**src/rtl/rr_arbiter3_pkg.sv**
```systemverilog
// Shared encodings for the three-way round-robin arbiter.
// State codes double as owner codes, so the state register can drive out_owner directly.
package rr_arbiter3_pkg;

    typedef enum logic [1:0] {
        IDLE  = 2'd0,
        OWN_A = 2'd1,
        OWN_B = 2'd2,
        OWN_C = 2'd3
    } state_t;

    localparam logic [1:0] OWNER_NONE = 2'd0;
    localparam logic [1:0] OWNER_A    = 2'd1;
    localparam logic [1:0] OWNER_B    = 2'd2;
    localparam logic [1:0] OWNER_C    = 2'd3;

    // Owner code -> request vector bit {C,B,A}; NONE maps to no bit.
    function automatic logic [2:0] owner_onehot(input logic [1:0] code);
        case (code)
            OWNER_A: owner_onehot = 3'b001;
            OWNER_B: owner_onehot = 3'b010;
            OWNER_C: owner_onehot = 3'b100;
            default: owner_onehot = 3'b000;
        endcase
    endfunction

endpackage

```
**src/rtl/rr_arbiter3_pick.sv**
```systemverilog
// Combinational round-robin selector: first eligible requester after 'last',
// skipping 'exclude'. Returns OWNER_NONE when nobody is eligible.
module rr_pick3
    import rr_arbiter3_pkg::*;
(
    input  logic [2:0] req,
    input  logic [1:0] last,
    input  logic [1:0] exclude,
    output logic [1:0] next
);

    logic [1:0] cand0;
    logic [1:0] cand1;
    logic [1:0] cand2;

    function automatic logic eligible(input logic [2:0] r, input logic [1:0] c,
                                      input logic [1:0] excl);
        eligible = |(r & owner_onehot(c)) && (c != excl);
    endfunction

    always_comb begin
        case (last)
            OWNER_A: begin cand0 = OWNER_B; cand1 = OWNER_C; cand2 = OWNER_A; end
            OWNER_B: begin cand0 = OWNER_C; cand1 = OWNER_A; cand2 = OWNER_B; end
            default: begin cand0 = OWNER_A; cand1 = OWNER_B; cand2 = OWNER_C; end
        endcase
    end

    // Lowest-priority candidate first so the highest-priority match wins.
    always_comb begin
        next = OWNER_NONE;
        if (eligible(req, cand2, exclude)) next = cand2;
        if (eligible(req, cand1, exclude)) next = cand1;
        if (eligible(req, cand0, exclude)) next = cand0;
    end

endmodule

```
**src/rtl/rr_arbiter3.sv**
```systemverilog
// Three-requester round-robin arbiter with registered one-hot grant.
// Optional forced release after MAX_HOLD held cycles: define RR_ARBITER3_TIMEOUT_EN.
module rr_arbiter3
    import rr_arbiter3_pkg::*;
#(
    parameter int MAX_HOLD = 8,
    parameter int CNT_W    = 4
) (
    input  logic       clk,
    input  logic       rst_n,
    input  logic       in_req_A,
    input  logic       in_req_B,
    input  logic       in_req_C,
    output logic       out_gnt_A,
    output logic       out_gnt_B,
    output logic       out_gnt_C,
    output logic       out_busy,
    output logic [1:0] out_owner,
    output logic       out_timeout
);

    if (MAX_HOLD < 1 || MAX_HOLD > (2 ** CNT_W) - 1) begin : g_bad_param
        $error("rr_arbiter3: MAX_HOLD must fit in CNT_W bits and be at least 1");
    end

    state_t     state;
    state_t     state_nxt;
    logic [1:0] last;
    logic [2:0] req;
    logic [1:0] pick_next;
    logic       owner_req;
    logic       forced;

    assign req       = {in_req_C, in_req_B, in_req_A};
    assign owner_req = |(req & owner_onehot(state));

    // The current owner is excluded; in IDLE the state code equals NONE so nothing is.
    rr_pick3 u_pick (
        .req     (req),
        .last    (last),
        .exclude (state),
        .next    (pick_next)
    );

`ifdef RR_ARBITER3_TIMEOUT_EN
    localparam logic [CNT_W-1:0] HOLD_LIM = CNT_W'(MAX_HOLD);
    localparam logic [CNT_W-1:0] CNT_MAX  = '1;

    logic [CNT_W-1:0] cnt;
    logic             timeout_q;

    always_ff @(posedge clk or negedge rst_n) begin
        if (!rst_n) begin
            cnt       <= '0;
            timeout_q <= 1'b0;
        end else begin
            timeout_q <= forced;
            if (state_nxt == IDLE || state_nxt != state)
                cnt <= '0;
            else if (cnt != CNT_MAX)
                cnt <= cnt + 1'b1;
        end
    end

    assign out_timeout = timeout_q;
`else
    assign out_timeout = 1'b0;
`endif

    always_ff @(posedge clk or negedge rst_n) begin
        if (!rst_n) begin
            state <= IDLE;
            last  <= OWNER_C;
        end else begin
            state <= state_nxt;
            if (state_nxt != IDLE)
                last <= state_nxt;
        end
    end

    always_comb begin
        state_nxt = state;
        forced    = 1'b0;
        case (state)
            IDLE: begin
                if (pick_next != OWNER_NONE)
                    state_nxt = state_t'(pick_next);
            end
            default: begin
                if (!owner_req) begin
                    // Same-edge handoff; NONE decodes to IDLE.
                    state_nxt = state_t'(pick_next);
                end
`ifdef RR_ARBITER3_TIMEOUT_EN
                else if (cnt >= HOLD_LIM && pick_next != OWNER_NONE) begin
                    state_nxt = state_t'(pick_next);
                    forced    = 1'b1;
                end
`endif
            end
        endcase
    end

    assign out_gnt_A = (state == OWN_A);
    assign out_gnt_B = (state == OWN_B);
    assign out_gnt_C = (state == OWN_C);
    assign out_busy  = (state != IDLE);
    assign out_owner = state;

endmodule

```
**config.mk**
```make
export PLATFORM = sky130hd
export DESIGN_NAME = rr_arbiter3
export DESIGN_NICKNAME = d
export VERILOG_FILES = /design/src/rtl/rr_arbiter3_pkg.sv /design/src/rtl/rr_arbiter3_pick.sv /design/src/rtl/rr_arbiter3.sv
export SDC_FILE = /design/constraint.sdc
export NUM_CORES = 1
export LEC_CHECK = 0
export ABC_AREA = 1
export CAP_MARGIN = 20
export CORE_MARGIN = 2
export CORE_UTILIZATION = 35
export CTS_CLUSTER_SIZE = 25
export DETAILED_ROUTE_END_ITERATION = 10
export RECOVER_POWER = 25
export SYNTH_ARGS = -nofsm -noshare
export SYNTH_HDL_FRONTEND = slang
export SYNTH_SLANG_ARGS = --single-unit
```
**constraint.sdc**
```tcl
create_clock -name clk -period 2.7 [get_ports clk]
set_clock_uncertainty 0.15 [all_clocks]
set_input_delay 0.54 -clock clk [delete_from_list [all_inputs] [get_ports clk]]
set_output_delay 0.54 -clock clk [all_outputs]
set_load 0.01 [all_outputs]
```
* Yosys cells after proc, flatten, opt, wreduce, memory -nomap -nowiden *
Cells that the tools add are included.

storage, ports and cells
  input port bits = 5
  register bits = 4
  logic and storage cells = 47
  output and inout port bits = 7

cells by class
  bitwise operators = 4
  reductions and logical operators = 11
  mux-type cells = 13
  eq/ne operators = 17

operator list
  cell                  count
  $pmux W3 S3           4
  $eq A2 B2 Y1 const B  9
  $and A3 B3 Y3         4
  $mux W2               6
  $pmux W2 S2           3
  $reduce_or A3 Y1      4
  $eq A2 B1 Y1 const B  5
  $ne A2 B2 Y1          3
  $reduce_bool A2 Y1    3
  $logic_and A1 B1 Y1   3
  $logic_not A2 Y1      1

* Longest topological paths before layout *
Gate-level depths: netlist of the first run.

  depth after elaboration = 14
  mapped depth = 13
  depth with buffers taken out = 13

* Modules after synthesis *
From an unflattened synthesis of the first run, not the netlist that was laid out.

second synthesis, totals
  cell total of the unflattened synthesis = 97
  area, all modules = 531.8 um2

by module, submodules not included
  module       instances  cells each  sequential area each (um2)  area each (um2)
  rr_pick3     1          63          0.0                         296.5
  rr_arbiter3  1          34          102.6                       235.2

* Least setup slack after synthesis of the first run *
Ideal clock, no wire load.

  kind = reg2reg
  from = reg last[0]
  to = reg state[1], in the netlist out_owner[1]
  period minus slack after synthesis = 1850 ps
  data required time = 2432 ps
  cell stages (with the launch flop) = 13
  buffers on the path = 0
  setup time = 118 ps
  setup slack = 850 ps
  arrival = 1582 ps
  cell sequence = dfstp_2 -> inv_1 -> ha_1 -> inv_1 -> nand2_1 -> nand2_1 -> nand2_1 -> nand3_1 -> nand2_1 -> inv_2 -> nand2_1 -> a21boi_2 -> inv_1

between the ends
  cells in the longest elaborated chain, start to end = 13
  elaborated cells on any way between the ends = 36
  those cells by class = eq/ne: 14; mux: 12; bitwise: 3; reduce/logical: 7

ends and longest elaborated chain
  item                                          line                    source
  start: declaration                            rr_arbiter3.sv:28       logic [1:0] last;
  start signal: assignment                      rr_arbiter3.sv:77       last <= state_nxt;
  $eq A2 B2 Y1 or $eq A2 B1 Y1 (tied branches)  rr_arbiter3_pick.sv:22  case (last)
  $pmux W2 S2                                   rr_arbiter3_pick.sv:22
  $eq A2 B2 Y1 or $eq A2 B1 Y1 (tied branches)  rr_arbiter3_pkg.sv:19   case (code)
  $pmux W3 S3                                   rr_arbiter3_pkg.sv:19
  $and A3 B3 Y3                                 rr_arbiter3_pick.sv:18  eligible = |(r & owner_onehot(c)) && (c != excl);
  $reduce_or A3 Y1                              rr_arbiter3_pick.sv:18
  $logic_and A1 B1 Y1                           rr_arbiter3_pick.sv:18
  $mux W2                                       rr_arbiter3_pick.sv:32  if (eligible(req, cand2, exclude)) next = cand2;
  $mux W2                                       rr_arbiter3_pick.sv:33  if (eligible(req, cand1, exclude)) next = cand1;
  $mux W2 (*)                                   rr_arbiter3_pick.sv:34  if (eligible(req, cand0, exclude)) next = cand0;
  $reduce_bool A2 Y1                            rr_arbiter3.sv:86       if (pick_next != OWNER_NONE)
  $mux W2                                       rr_arbiter3.sv:86
  $mux W2 (*)                                   rr_arbiter3.sv:84       case (state)
  named net state_nxt[1]                        rr_arbiter3.sv:27       state_t state_nxt;
  end signal: assignment                        rr_arbiter3.sv:75       state <= state_nxt;
  end: declaration                              rr_arbiter3.sv:26       state_t state;

The timed path passes the listed nets; every way through them passes the cells marked *.
A chain may end at the register's enable or synchronous reset.

* Worst setup path after layout of the first run *
  from = reg state[1], in the netlist out_owner[1]
  to = out out_gnt_B

between the ends
  cells in the longest elaborated chain, start to end = 1

ends and longest elaborated chain
  item              line                source
  $eq A2 B2 Y1      rr_arbiter3.sv:105  assign out_gnt_B = (state == OWN_B);
  end: declaration  rr_arbiter3.sv:15   output logic out_gnt_B,

No other way between the ends.

==> run_results.csv, run 1 <==
group,metric,value,unit
synth,synthCells,92,
die,row_count,13,
pwr,power_density,1560,nW/µm²
cts,insertion_delay,0.23,ns
timing,fin_crit,2.18,ns
synth,postSynthAreaPerCell,5.71,µm²
timing,hold-worst-slack,0.358,ns
timing,hold_violations,0,
die,start_util,38.9,%
min_path,hp-class,"reg -> reg",
cts,cts-root-buf,"clkbuf_4",
synth,postSynth.topFlopCell,"dfstp_2",
global_routing,grt_util_all_layers,14.1,%
cts,ctsResizeCount,0,
drt,post_drt_wl_per_cell,9.79,µm
synth,synth_commonest_cells,"nand2_1, inv_1, nand3_1, inv_2, ha_1",
cts,cts_buffers,3,
setup_path,crit_path_start_kind,"flop",
layout,num_antenna_cells,0,
synth,yosysMostFrequentCell,"nand2_1",
setup_path,critical_path.max_fanout,8,
layout,nNetsFinal,115,
drt,postRouteAntennaNets,0,
global_routing,antenna_found_initial,0,
timing,tns,0,ns
timing,setup_viol,0,
setup_path,cp.arrival,1.49,ns
setup_path,endpoint_kind,"primary output",
die,die_x,42.8,µm
cts,post_cts_buffers,0,
synth,synth.distinct_cells,16,
setup_path,crit_type,"reg -> out",
setup_path,crit_chain,"inv_2 > nor2_2 > clkdlybuf4s50_1",
synth,yosysTopAreaCellShare,34.3,%
timing,max_freq,459,MHz
global_routing,globalRouteOverflowTotal,0,
synth,yosys-top-cells-area,"nand2_1, dfstp_2, dfrtp_1",
drt,vias,554,
synth,yosysSeqAreaShare,19.5,%
synth,syn_area,526,µm²
synth,synth_nets,101,
synth,ys_ff_latch,4,
placed_design,portBuffers,10,
timing,drv_slew,0,
setup_path,crit_path_max_incr_delay,0.54,ns
global_routing,grt_pass1_wl,2040,µm
drt,dr.pass1.iters,4,
run,maxCapViolCount,0,
cts,clk_pin_slew,0.04,ns
cts,htreeDepth,1,
layout,final_core_util,48.8,%
die,dieArea,1830,µm²
die,io_pins,12,
die,die_h,42.8,µm
drt,drc,0,
die,coreArea,1350,µm²
placed_design,gp_congestion,0.816,
drt,viasPerCell,4.66,
global_routing,grt_pass1_vias,468,
run_status,status,"completed",
synth,async_flop_share,100,%
cts,cts_hold_buffers,0,
pwr,power.leakage,0.000383,µW
cts,cts_sinks,4,
layout,drive_gt1_share,17.3,%
global_routing,grt_max_degree,9,
cts,cts.path.max_buffers,2,
timing,period_share,80.8,%
synth,yosysTopAreaCell,"nand2_1",
pwr,ir_drop,648,µV
drt,wirelength,1170,µm
setup_path,cp_slowest_cell,"clkdlybuf4s50_1",
setup_path,required,2.01,ns
layout,area_growth,25.5,%
timing,rsz0062_at_grt,"no",
cts,cts_tree,"done",
synth,synth_edf_count,0,
synth,yosysWarnings,0,
drt,drt_iter0_drc,11,
placed_design,hpwl,984,µm
layout make-up:
type	instances	area [µm²]
clock buffer	3	22.5
fill	151	691
inverter	15	56.3
multi-input combinational	72	359
sequential	4	103
tap	15	18.8
timing repair buffer	10	100
where the power goes:
group	total [µW]	internal (µW)	switching, µW
sequential	157	107	49.8
combinational	798	321	477
clock	74.4	49.8	24.6
sequential cells by signal, indices dropped and copies added, names as in the netlist:
register,cells
out_owner,2
last,2
layout by cell type, fill, tap and decap left out, drive strengths merged:
cell / netlist / final
conb: 1 / 1
dfstp: 2 / 2
a21boi: 1 / 1
a21oi: 1 / 1
dfrtp: 2 / 2
clkdlybuf4s50: 0 / 9
nor2: 4 / 4
ha: 4 / 4
nand2: 50 / 50
nand3: 11 / 11
clkbuf: 0 / 3
dlygate4sd3: 0 / 1
inv: 15 / 15
worst max-delay path: cells and delay by family, from the launching register on:
family / cells / cell delay [ns]
and+or+nand+nor: 1 / 0.11
buffers and inverters: 2 / 0.65
DFF: 1 / 0.49
cells by family after synthesis:
family | Yosys count | share of synthesized area (%)
buf+inv | 16 | 12.1
other cells | 1 | 0.714
compound gates | 2 | 3.81
simple gates | 65 | 54.3
flops | 4 | 19.5
fa+ha+maj | 4 | 9.52
per-layer routing:
metal / global-route usage [%] / vias up / routed length, µm
met2: 23.3 / 7 / 559
met5: 0 / - / 0
met4: 1.88 / 0 / 6
met1: 19.5 / 248 / 565
li1: - / 297 / -
met3: 2.55 / 2 / 33
path summary, 6_finish.rpt:
path                               from            to  slack (ns)  depth (start not counted)
min in group asynchronous         rst_n  out_owner[1]        0.43                          1
min reg2reg                     last[1]       last[1]        0.36                          2
max reg2reg                     last[0]  out_owner[0]        0.65                         11
max in group asynchronous         rst_n       last[1]        1.73                          1
min                             last[1]       last[1]        0.36                          2
max                        out_owner[1]     out_gnt_B        0.52                          3
metrics by stage:
step	cell area, µm²	instances	power, µW	setup WS [ns]
after floorplan	526	92	740	0.850
after global placement	637	116	947	0.695
after detailed placement	637	116	954	0.659
after CTS	659	119	1040	0.509
after global routing	659	119	1160	0.423
final	659	119	1030	0.520
Note: power is estimated with default switching activity, not from simulation.
==> inputs of run 2 (changes only) <==
==> constraint.sdc (replaced) <==
create_clock -name clk -period 2.2 [get_ports clk]
set_clock_uncertainty 0.15 [all_clocks]
set_input_delay 0.44 -clock clk [delete_from_list [all_inputs] [get_ports clk]]
set_output_delay 0.44 -clock clk [all_outputs]
set_load 0.01 [all_outputs]
==> run 2 against run 1 <==
  * First-iteration DRC count is 45% lower
  * Critical path type unchanged
  * Via count fell by 2.0%
  * Clock power up 16%
  * Global-route usage up 1.8 points
  * Critical path depth is the same
  * Final cell count stayed put
==> run_results.csv, run 2 (synthesized netlist as in run 1, its figures left out) <==
group,metric,value,unit
pwr,swShare,53.0,%
layout,num_antenna_cells,0,
layout,nNetsFinal,115,
timing,hold-worst-slack,0.325,ns
drt,drt_iter0_drc,6,
layout,drive_gt1_share,19.2,%
cts,htreeDepth,1,
drt,wirelength,1120,µm
die,start_util,38.9,%
die,die_x,42.8,µm
pwr,power.leakage,0.000381,µW
layout,fillers,143,
run_status,status,"completed",
cts,clk_pin_slew,0.04,ns
cts,cts_sinks,4,
layout,area_growth,26.0,%
global_routing,grt_pass1_vias,558,
die,row_count,13,
die,coreArea,1350,µm²
global_routing,globalRouteOverflowTotal,0,
placed_design,portBuffers,10,
cts,cts_buffers,3,
cts,cts_tree,"done",
global_routing,grt_util_all_layers,16.0,%
run,maxCapViolCount,0,
setup_path,r2r-start,"last[0]",
setup_path,endpoint_kind,"primary output",
cts,cts-root-buf,"clkbuf_4",
timing,rsz0062_at_grt,"no",
cts,cts.path.max_buffers,2,
drt,viasPerCell,4.56,
pwr,clockPowerShare,6.9,%
timing,period_share,91.9,%
timing,max_freq,494,MHz
cts,insertion_delay,0.23,ns
die,dieArea,1830,µm²
drt,drc,0,
layout,final_cell_mix,"nand2_1, inv_1, nand3_1, clkdlybuf4s50_1, inv_2",
pwr,power_switching,666,µW
pwr,p_int,590,µW
setup_path,crit_path_start_kind,"flop",
setup_path,cp.arrival,1.43,ns
global_routing,grt_pass1_wl,2220,µm
cts,post_cts_buffers,0,
global_routing,antenna_found_initial,0,
setup_path,r2r_setup_slack,0.19,ns
timing,setup_viol,0,
drt,dr.pass1.iters,4,
setup_path,r2r.worst_path.cells,12,
timing,drv_slew,0,
setup_path,crit_type,"reg -> out",
drt,post_drt_wl_per_cell,9.42,µm
pwr,comb_power_share,76.7,%
setup_path,critical_path.max_fanout,7,
placed_design,gp_congestion,0.779,
setup_path,required,1.61,ns
drt,postRouteAntennaNets,0,
die,die_h,42.8,µm
layout,final_common_cell,"nand2_1",
drt,vias,543,
timing,hold_violations,0,
setup_path,worstSetupEndpoint,"out_gnt_A",
die,io_pins,12,
pwr,power_density,1900,nW/µm²
pwr,p_seq_share,16.4,%
global_routing,grt_max_degree,9,
setup_path,r2r-end,"out_owner[1]",
pwr,ir_drop,757,µV
timing,fin_crit,2.02,ns
placed_design,hpwl,933,µm
timing,tns,0,ns
setup_path,critPathLaunch,"out_owner[0]",
min_path,hp-class,"in -> async",
[run 2: cell counts in the layout (fill, tap and decap cells not counted)]
Identical to the previous run, type by type.
[run 2: metal layers]
metal | vias to the layer above | part of all wire, % | wire length, µm | track usage, %
met3 | 0 | 1.6 | 18 | 2.55
met1 | 238 | 47 | 528 | 18.3
met2 | 7 | 51 | 574 | 27.6
met4 | 0 | 0 | 0 | 9.38
met5 | - | 0 | 0 | 0
li1 | 298 | - | - | -
[run 2: final cells by class]
class | instances | area [µm²] | share of cell area, %
Timing Repair Buffer | 10 | 100 | 15.1
Inverter | 15 | 56.3 | 8.51
Tap cell | 15 | 18.8 | 2.84
Clock buffer | 3 | 22.5 | 3.40
Multi-Input combinational cell | 72 | 359 | 54.3
Sequential cell | 4 | 105 | 15.9
[run 2: worst max-delay path, stage by stage, from the launching register on]
cell             delay (ns)
dfrtp_2                0.44
inv_2                  0.09
nor2_2                 0.12
clkdlybuf4s50_1        0.55
[run 2: worst min-delay path by stage]
| stage | to | cells past startpoint |
|---|---|---|
| after global routing | out_owner[0] | 1 |
| final | out_owner[0] | 1 |
| after CTS | out_owner[0] | 1 |
| after detailed placement | last[0] | 2 |
| after floorplan | out_owner[0] | 0 |
| after global placement | last[0] | 2 |
[run 2: power by group through the flow]
stage                     Sequential [µW]  Clock, µW  Combinational [µW]
after floorplan                       191          0                 718
after global placement                203          0                 967
after detailed placement              202          0                 974
after CTS                             201       92.8                 976
after global routing                  215        100                1120
final                                 206       86.6                 964
[run 2: through the flow]
step                      area (µm²)  power (µW)  utilization [%]  setup WS, ns  instances
after floorplan                  526         908                -         0.350         92
after global placement           637        1170             47.2         0.196        116
after detailed placement         637        1180             47.2         0.172        116
after CTS                        659        1270             48.8        0.0614        119
after global routing             662        1440             49.0       0.00475        119
final                            662        1260             49.0         0.177        119
[run 2: what timing repair did]
item                                    CTS  global route
hold buffers                              0             0
endpoints found under the setup margin    0             3
endpoints found under the hold margin     0             0
gates resized for setup                   0             2
